<file path="src/rtl/trace_mem_arbiter.sv">
// trace_mem_arbiter
//   Owns the single-port trace memory for the 32x24 Light Cycles grid
//   (768 cells x 2 bits: bit0 = player 1 trace, bit1 = player 2 trace).
//   The port is shared between the VGA pixel fetch (highest priority,
//   read only), the game engine read-modify-write and a round-clear sweep.
//
// Ports:
//   clk, rst                     clock, asynchronous active-high reset
//   vga_req/vga_addr             VGA read request, returns vga_rdata with
//   vga_rdata/vga_rvalid         vga_rvalid one cycle later
//   game_req/game_addr/game_mark game RMW request (level until game_done)
//   game_gnt/game_done/game_old  accept pulse, completion pulse, prior cell
//   clr_start/clr_busy           start a full-grid clear / clear in progress
//   mem_en/mem_we/mem_addr/      synchronous-read block RAM port
//   mem_wdata/mem_rdata
//   stall_cnt                    only with ARB_STALL_CNT_EN: saturating
//                                count of cycles lost to VGA
//
// Build option: define ARB_STALL_CNT_EN to add the stall_cnt output.
module trace_mem_arbiter #(
  parameter int CELLS = 768,
  parameter int AW    = 10
) (
  input  logic          clk,
  input  logic          rst,
  input  logic          vga_req,
  input  logic [AW-1:0] vga_addr,
  output logic [1:0]    vga_rdata,
  output logic          vga_rvalid,
  input  logic          game_req,
  input  logic [AW-1:0] game_addr,
  input  logic [1:0]    game_mark,
  output logic          game_gnt,
  output logic          game_done,
  output logic [1:0]    game_old,
  input  logic          clr_start,
  output logic          clr_busy,
`ifdef ARB_STALL_CNT_EN
  output logic [15:0]   stall_cnt,
`endif
  output logic          mem_en,
  output logic          mem_we,
  output logic [AW-1:0] mem_addr,
  output logic [1:0]    mem_wdata,
  input  logic [1:0]    mem_rdata
);

  typedef enum logic [2:0] {IDLE, G_RD, G_WR, G_DONE, CLR} state_t;

  localparam logic [AW-1:0] LAST = AW'(CELLS - 1);

  state_t        state;
  logic [AW-1:0] addr_q;
  logic [AW-1:0] clr_cnt;
  logic [1:0]    mark_q;
  logic [1:0]    old_q;
  logic          first_q;
  logic          clr_pend;

  logic          on_grid;
  logic          grant;
  logic [1:0]    wr_old;

  // Off-grid cells are walls: they never touch the RAM.
  assign on_grid = ({1'b0, game_addr} < (AW + 1)'(CELLS));

  // A pending or just-requested clear outranks the game in IDLE.
  assign grant = (state == IDLE) && game_req && !vga_req && !clr_pend &&
                 !clr_start && !rst;

  // On the first G_WR cycle the RAM output still holds the game read;
  // later cycles may carry VGA data, so the captured copy is used.
  assign wr_old = first_q ? mem_rdata : old_q;

  assign game_gnt  = grant;
  assign vga_rdata = mem_rdata;

  always_comb begin
    mem_en    = 1'b0;
    mem_we    = 1'b0;
    mem_addr  = '0;
    mem_wdata = '0;
    if (!rst) begin
      if (vga_req) begin
        mem_en   = 1'b1;
        mem_addr = vga_addr;
      end else if (grant && on_grid) begin
        mem_en   = 1'b1;
        mem_addr = game_addr;
      end else if (state == G_WR) begin
        mem_en    = 1'b1;
        mem_we    = 1'b1;
        mem_addr  = addr_q;
        mem_wdata = wr_old | mark_q;
      end else if (state == CLR) begin
        mem_en   = 1'b1;
        mem_we   = 1'b1;
        mem_addr = clr_cnt;
      end
    end
  end

  always_ff @(posedge clk or posedge rst) begin
    if (rst) begin
      state      <= IDLE;
      clr_pend   <= 1'b0;
      clr_cnt    <= '0;
      clr_busy   <= 1'b0;
      game_done  <= 1'b0;
      game_old   <= '0;
      vga_rvalid <= 1'b0;
      addr_q     <= '0;
      mark_q     <= '0;
      old_q      <= '0;
      first_q    <= 1'b0;
    end else begin
      vga_rvalid <= vga_req;
      game_done  <= 1'b0;
      if (clr_start) begin
        clr_pend <= 1'b1;
        clr_busy <= 1'b1;
      end
      case (state)
        IDLE: begin
          if (clr_pend || clr_start) begin
            state    <= CLR;
            clr_cnt  <= '0;
            clr_pend <= 1'b0;
          end else if (grant) begin
            addr_q  <= game_addr;
            mark_q  <= game_mark;
            first_q <= 1'b1;
            state   <= on_grid ? G_WR : G_RD;
          end
        end
        // Off-grid request: no RAM traffic, report a wall on schedule.
        G_RD: begin
          game_old  <= 2'b11;
          game_done <= 1'b1;
          state     <= G_DONE;
        end
        G_WR: begin
          first_q <= 1'b0;
          if (first_q) old_q <= mem_rdata;
          if (!vga_req) begin
            game_old  <= wr_old;
            game_done <= 1'b1;
            state     <= G_DONE;
          end
        end
        G_DONE: state <= IDLE;
        CLR: begin
          clr_pend <= 1'b0;
          if (clr_start) begin
            clr_cnt <= '0;
          end else if (!vga_req) begin
            if (clr_cnt == LAST) begin
              state    <= IDLE;
              clr_busy <= 1'b0;
            end else begin
              clr_cnt <= clr_cnt + AW'(1);
            end
          end
        end
        default: state <= IDLE;
      endcase
    end
  end

`ifdef ARB_STALL_CNT_EN
  logic stall;
  assign stall = vga_req && (((state == IDLE) && game_req) ||
                             (state == G_WR) || (state == CLR));

  always_ff @(posedge clk or posedge rst) begin
    if (rst)
      stall_cnt <= '0;
    else if (clr_start)
      stall_cnt <= '0;
    else if (stall && (stall_cnt != 16'hFFFF))
      stall_cnt <= stall_cnt + 16'd1;
  end
`endif

endmodule

</file>
<file path="config.mk">
export PLATFORM = sky130hd
export DESIGN_NAME = trace_mem_arbiter
export DESIGN_NICKNAME = d
export VERILOG_FILES = /design/src/rtl/trace_mem_arbiter.sv
export SDC_FILE = /design/constraint.sdc
export NUM_CORES = 1
export LEC_CHECK = 0
export CAP_MARGIN = 0
export CORE_MARGIN = 2
export CORE_UTILIZATION = 53
export DETAILED_ROUTE_END_ITERATION = 8
export GPL_TIMING_DRIVEN = 1
export HOLD_SLACK_MARGIN = 0.08
export PLACE_DENSITY_LB_ADDON = 0.12
export SLEW_MARGIN = 20
export SYNTH_ARGS = -nofsm -noshare
export SYNTH_HDL_FRONTEND = slang
export SYNTH_SLANG_ARGS = --single-unit
</file>
<file path="constraint.sdc">
create_clock -name clk -period 4.1 [get_ports clk]
set_input_delay 1.23 -clock clk [delete_from_list [all_inputs] [get_ports clk]]
set_output_delay 1.23 -clock clk [all_outputs]
set_load 0.02 [all_outputs]
</file>
## Yosys cells after proc, flatten, opt, wreduce, memory -nomap -nowiden

Cells that the tools add are included.

| operators by class | value |
|---|---|
| magnitude comparators | 1 |
| equal/unequal tests | 14 |
| muxes and demuxes | 46 |
| reduce and logical (&&, ||, !) cells | 20 |
| add/subtract/negate cells | 1 |
| bitwise gates (word level) | 2 |

Operator list:

| kind | count |
|---|---|
| $mux 10 | 9 |
| $pmux 10 s2 | 1 |
| $mux 1 | 18 |
| $mux 3 | 6 |
| $mux 2 | 7 |
| $pmux 3 s4 | 1 |
| $add 10x1->10 const B | 1 |
| $eq 10x10->1 const B | 1 |
| $lt 10x10->1 const B | 1 |
| $ne 2x2->1 const B | 5 |
| $logic_and 1x1->1 | 6 |
| $ne 3x3->1 const B | 2 |
| $pmux 1 s2 | 3 |
| $reduce_and 3->1 | 2 |
| $reduce_bool 2->1 | 3 |
| $reduce_and 5->1 | 1 |
| $logic_not 1->1 | 4 |
| $ne 2x1->1 const B | 2 |
| $pmux 2 s2 | 1 |
| $reduce_and 4->1 | 1 |
| $eq 3x1->1 const B | 1 |
| $eq 3x2->1 const B | 1 |
| $eq 3x3->1 const B | 1 |
| $logic_not 3->1 | 1 |
| 5 further kinds | 5 |

| word-level totals | value |
|---|---|
| bits in registers | 34 |
| output and inout bits | 22 |

## Longest topological paths before layout

| logic depth | value |
|---|---|
| word-level depth | 10 |
| gate-level depth with buffers | 6 |
| gate-level depth less buffers | 5 |

## Least setup slack after synthesis

OpenSTA, ideal clock, no wires.

| timing path | value |
|---|---|
| path kind | in2out |
| start | input vga_req |
| end | output mem_addr[0] |
| buffers on the path | 2 |
| arrival time | 2.566 ns |
| setup slack | 0.304 ns |
| required time | 2.870 ns |
| cell stages on the path | 6 |
| path through | clkbuf_1 -> nor3b_2 -> and4_1 -> buf_2 -> a221oi_1 -> nor3_1 |

| on the way | value |
|---|---|
| word-level cells in the longest chain between the ends | 9 |

RTL lines:

| what | RTL line | text |
|---|---|---|
| start: declaration | 26 | `input logic vga_req,` |
| $logic_not 1->1 | -- |  |
| $logic_and 1x1->1 (3 in a row) | 68 | `assign grant = (state == IDLE) && game_req && !vga_req && !clr_pend &&` |
| $logic_and 1x1->1 | 69 | `!clr_start && !rst;` |
| $logic_and 1x1->1 | 87 | `end else if (grant && on_grid) begin` |
| $mux 10 | 87 |  |
| $mux 10 (*) | 84 | `if (vga_req) begin` |
| $mux 10 (*) | 83 | `if (!rst) begin` |
| end: declaration | 43 | `output logic [AW-1:0] mem_addr,` |

Mark *: on every way between the ends. The rest lies on a longest branch, timed or not.

## Worst setup path in the final report

| timing path | value |
|---|---|
| start | input rst |
| end | output mem_addr[9] |

| on the way | value |
|---|---|
| word-level cells in the longest chain between the ends | 6 |

RTL lines:

| what | RTL line | text |
|---|---|---|
| start: declaration | 25 | `input logic rst,` |
| $logic_not 1->1 (no line) | -- |  |
| $logic_and 1x1->1 | 69 |  |
| $logic_and 1x1->1 | 87 |  |
| $mux 10 | 87 |  |
| $mux 10 | 84 |  |
| $mux 10 (*) | 83 |  |

Marked as above.

==> results by group <==
Global routing
  – Antenna violations before repair: 0
  – Aggregate global-route resource usage: 0.260
  – First-pass GRT wire length: 8490 µm
  – Vias in the first global route: 1794
  – Busiest grt layer: met2
  – Largest net degree at the start of global routing: 28
  – Met1 Usage GRT: 0.365
  – Global Route met3 Usage: 0.0625
  – Gr ovfl total: 0
  – Met2 Usage GRT: 0.386

Setup path
  – R2R depth: 5
  – CP Data Required Time: 2.87 ns
  – Crit path arrival time: 2.79 ns
  – Crit Path Category: input port to primary output
  – Critical path's slowest cell: clkdlybuf4s50_1
  – Element type at the critical path end: primary output
  – CP max FO: 6
  – Worst setup path start: rst
  – Crit-path max cell delay: 0.44 ns
  – CP bufs+invs: 2
  – Reg2Reg Setup Slack: 1.85 ns
  – Family with the most delay on the worst path: simple AND/OR/NAND/NOR gates
  – Crit path to: mem_addr[9]
  – Critical R2R Launch: clr_cnt[0]$_DFFE_PP0P_
  – R2R Path End: state[0]$_DFFE_PP0P_
  – Crit path depth: 6
  – Setup crit start kind: input port
  – Cells along the critical path: clkdlybuf4s50_1, nor3b_2, nand3_2, or2_0, a32o_1, buf_2

CTS
  – Worst skew pair latency: 0.30 ns
  – H-tree Lvls: 2
  – CTS tree: built
  – CTS Sinks: 34
  – TritonCTS Buffers: 5
  – Root buffer cell: clkbuf_8
  – Worst-path clk slew: 0.07 ns
  – CTS max path bufs: 2

Floorplanning
  – Die footprint: 4420 µm²
  – Core Area: 3720 µm²
  – Row Count: 22
  – I/O Pins: 51
  – Die width: 66.5 µm
  – Die height: 66.5 µm
  – Starting density of the core: 0.556

Timing
  – Skew final: 0.00569 ns
  – Final WS setup: 0.0767 ns
  – Fin crit period: 4.02 ns
  – Final worst-path cycle share: 0.981
  – Fmax: 249 MHz
  – Slew Viols, Final: 0
  – Worst slew pin tran: 0.741 ns
  – Setup TNS: 0 ns
  – Setup violators final: 0
  – Final Hold Viols: 0
  – Slew HR: 0.503

Placed design
  – Routability Congestion: 0.771
  – IO buf count: 50
  – Placed cells: 312
  – Pre-CTS setup slack: -0.409 ns
  – Placed inst area: 2650 µm²
  – Post-detail-place hpwl: 3720 µm

Synth
  – Number of synthesized flops with an enable pin: 0
  – Cells after Synth: 217
  – Main flop type after synthesis: dfrtp_1
  – Netlist cell types: 47
  – Syn Nets: 247
  – Synth warn: 0
  – Synthesized area per cell: 9.53 µm²
  – Register area share after synthesis: 0.412
  – Yosys reg bits: 34
  – Mapped cell area: 2070 µm²
  – FFs w/ async S/R, synth: 1.00

Finish
  – Commonest cells after routing, fill and taps aside: clkdlybuf4s50_1, dfrtp_1, buf_4, nor2_1
  – Fin nets: 306
  – FF/Latch Area: 851 µm²
  – Fin cells: 325
  – Final Util: 0.744
  – # fillers: 274
  – Commonest non-fill, non-tap cell in the layout: clkdlybuf4s50_1
  – Footprint of the multi-input gates: 1110 µm²
  – N_diodes: 0
  – Area grow syn2layout: 33.8%
  – Fin area: 2770 µm²
  – Share of cells above drive strength 1: 0.181

Pwr
  – P per Cell Area: 422 nW/µm²
  – VDD IR max: 0.295 mV
  – Leak pwr: 1.18 nW

Status
  – Outcome: finished, final reports clean

Worst hold path
  – Hold path startpoint: clr_busy$_DFF_PP0_
  – Hold WC Path Type: flip-flop to flip-flop
  – WHS Path Cells: 1

Drt
  – WL final: 5170 µm
  – Routed WL per cell: 15.9 µm
  – Drt first pass iters: 4
  – Vias: 1911
  – Post-DRT Antenna Nets: 0
  – Drt initial violations: 82
  – Residual DRC count: 0
  – DR vias/cell: 5.88

Job
  – Max-cap violations: 0
through the flow:
stage	hold WS [ns]	power, mW
2_1_floorplan	0.454	0.735
5_1_grt	0.505	1.24
3_5_place_dp	0.470	0.881
6_report	0.482	1.17
3_3_place_gp	0.464	0.865
4_1_cts	0.489	1.17
Yosys cell counts (all sizes together) (2+ instances only):
master | count | area (µm²)
dfrtp | 34 | 851
buf | 10 | 55.1
a221oi | 8 | 70.1
nand2 | 7 | 26.3
nand4 | 2 | 18.8
mux2i | 2 | 20.0
a32o | 2 | 20.0
o31ai | 5 | 37.5
o21a | 3 | 22.5
or3 | 4 | 25.0
and2 | 2 | 12.5
nor2b | 12 | 75.1
or2 | 3 | 18.8
nor2 | 18 | 70.1
or4 | 4 | 30.0
mux2 | 16 | 180
nand3 | 5 | 25.0
nand2b | 2 | 12.5
inv | 8 | 30.0
a21oi | 12 | 60.1
a21o | 2 | 15.0
o21ai | 3 | 15.0
and4 | 2 | 17.5
o211ai | 3 | 22.5
o22ai | 4 | 25.0
clkbuf | 7 | 26.3
nor4 | 3 | 33.8
a22oi | 2 | 15.0
a22o | 8 | 70.1
nor3 | 14 | 75.1
nand4b | 2 | 17.5
power by group:
group          total, mW  internal (mW)  switching, mW
logic              0.378          0.182          0.196
clock network      0.295          0.170          0.126
registers          0.493          0.419         0.0739
logic make-up (layout without fill, tap and decap cells):
group / Yosys count / after routing / share of synthesized area
buffers and inverters: 26 / 86 / 0.0557
multiplexers: 18 / 18 / 0.0969
AO/OA/AOI/OAI: 54 / 54 / 0.189
XOR/XNOR: 1 / 1 / 0.00424
flip-flops: 34 / 34 / 0.412
adder cells (fa/ha/maj): 1 / 1 / 0.00605
AND/OR/NAND/NOR: 83 / 83 / 0.236
registers in the layout (all words and copies together) (netlist names):
register,cells
clr_cnt,10
first_q,1
game_old,2
game_done,1
addr_q,10
old_q,2
mark_q,2
clr_busy,1
vga_rvalid,1
clr_pend,1
state,3
layout make-up:
cell class                 instances  area share
timing repair buffer              69       0.217
clock buffer                       8      0.0398
tap                               48      0.0217
inverter                           9      0.0122
multi-input combinational        157       0.402
sequential                        34       0.308
metal layers:
metal,part of all wire,vias up,routed length (µm)
met5,0,-,0
met4,0.018,0,92
met3,0.055,9,284
met2,0.44,47,2300
met1,0.48,928,2500
li1,-,927,-
worst min path at each step:
stage	to
finish	clr_busy$_DFF_PP0_
global route	addr_q[6]$_DFFE_PP0P_
CTS	clr_busy$_DFF_PP0_
detailed placement	clr_busy$_DFF_PP0_
global placement	old_q[1]$_DFFE_PP0P_
floorplan	old_q[0]$_DFFE_PP0P_
timing repair:
action	in CTS	in global routing
cloned	0	1
setup endpoints to repair	15	12
setup buffers	2	2
hold buffers	0	0
pin swaps	1	6
resized for setup	53	8
worst register-to-register path, delay by kind of cell (launching register included):
kind	cells	cell delay, ns
simple gates	3	1.28
flops	1	0.47
fa+ha+maj	1	0.24
compound gates	1	0.17
Note: power is estimated with default switching activity, not from simulation.
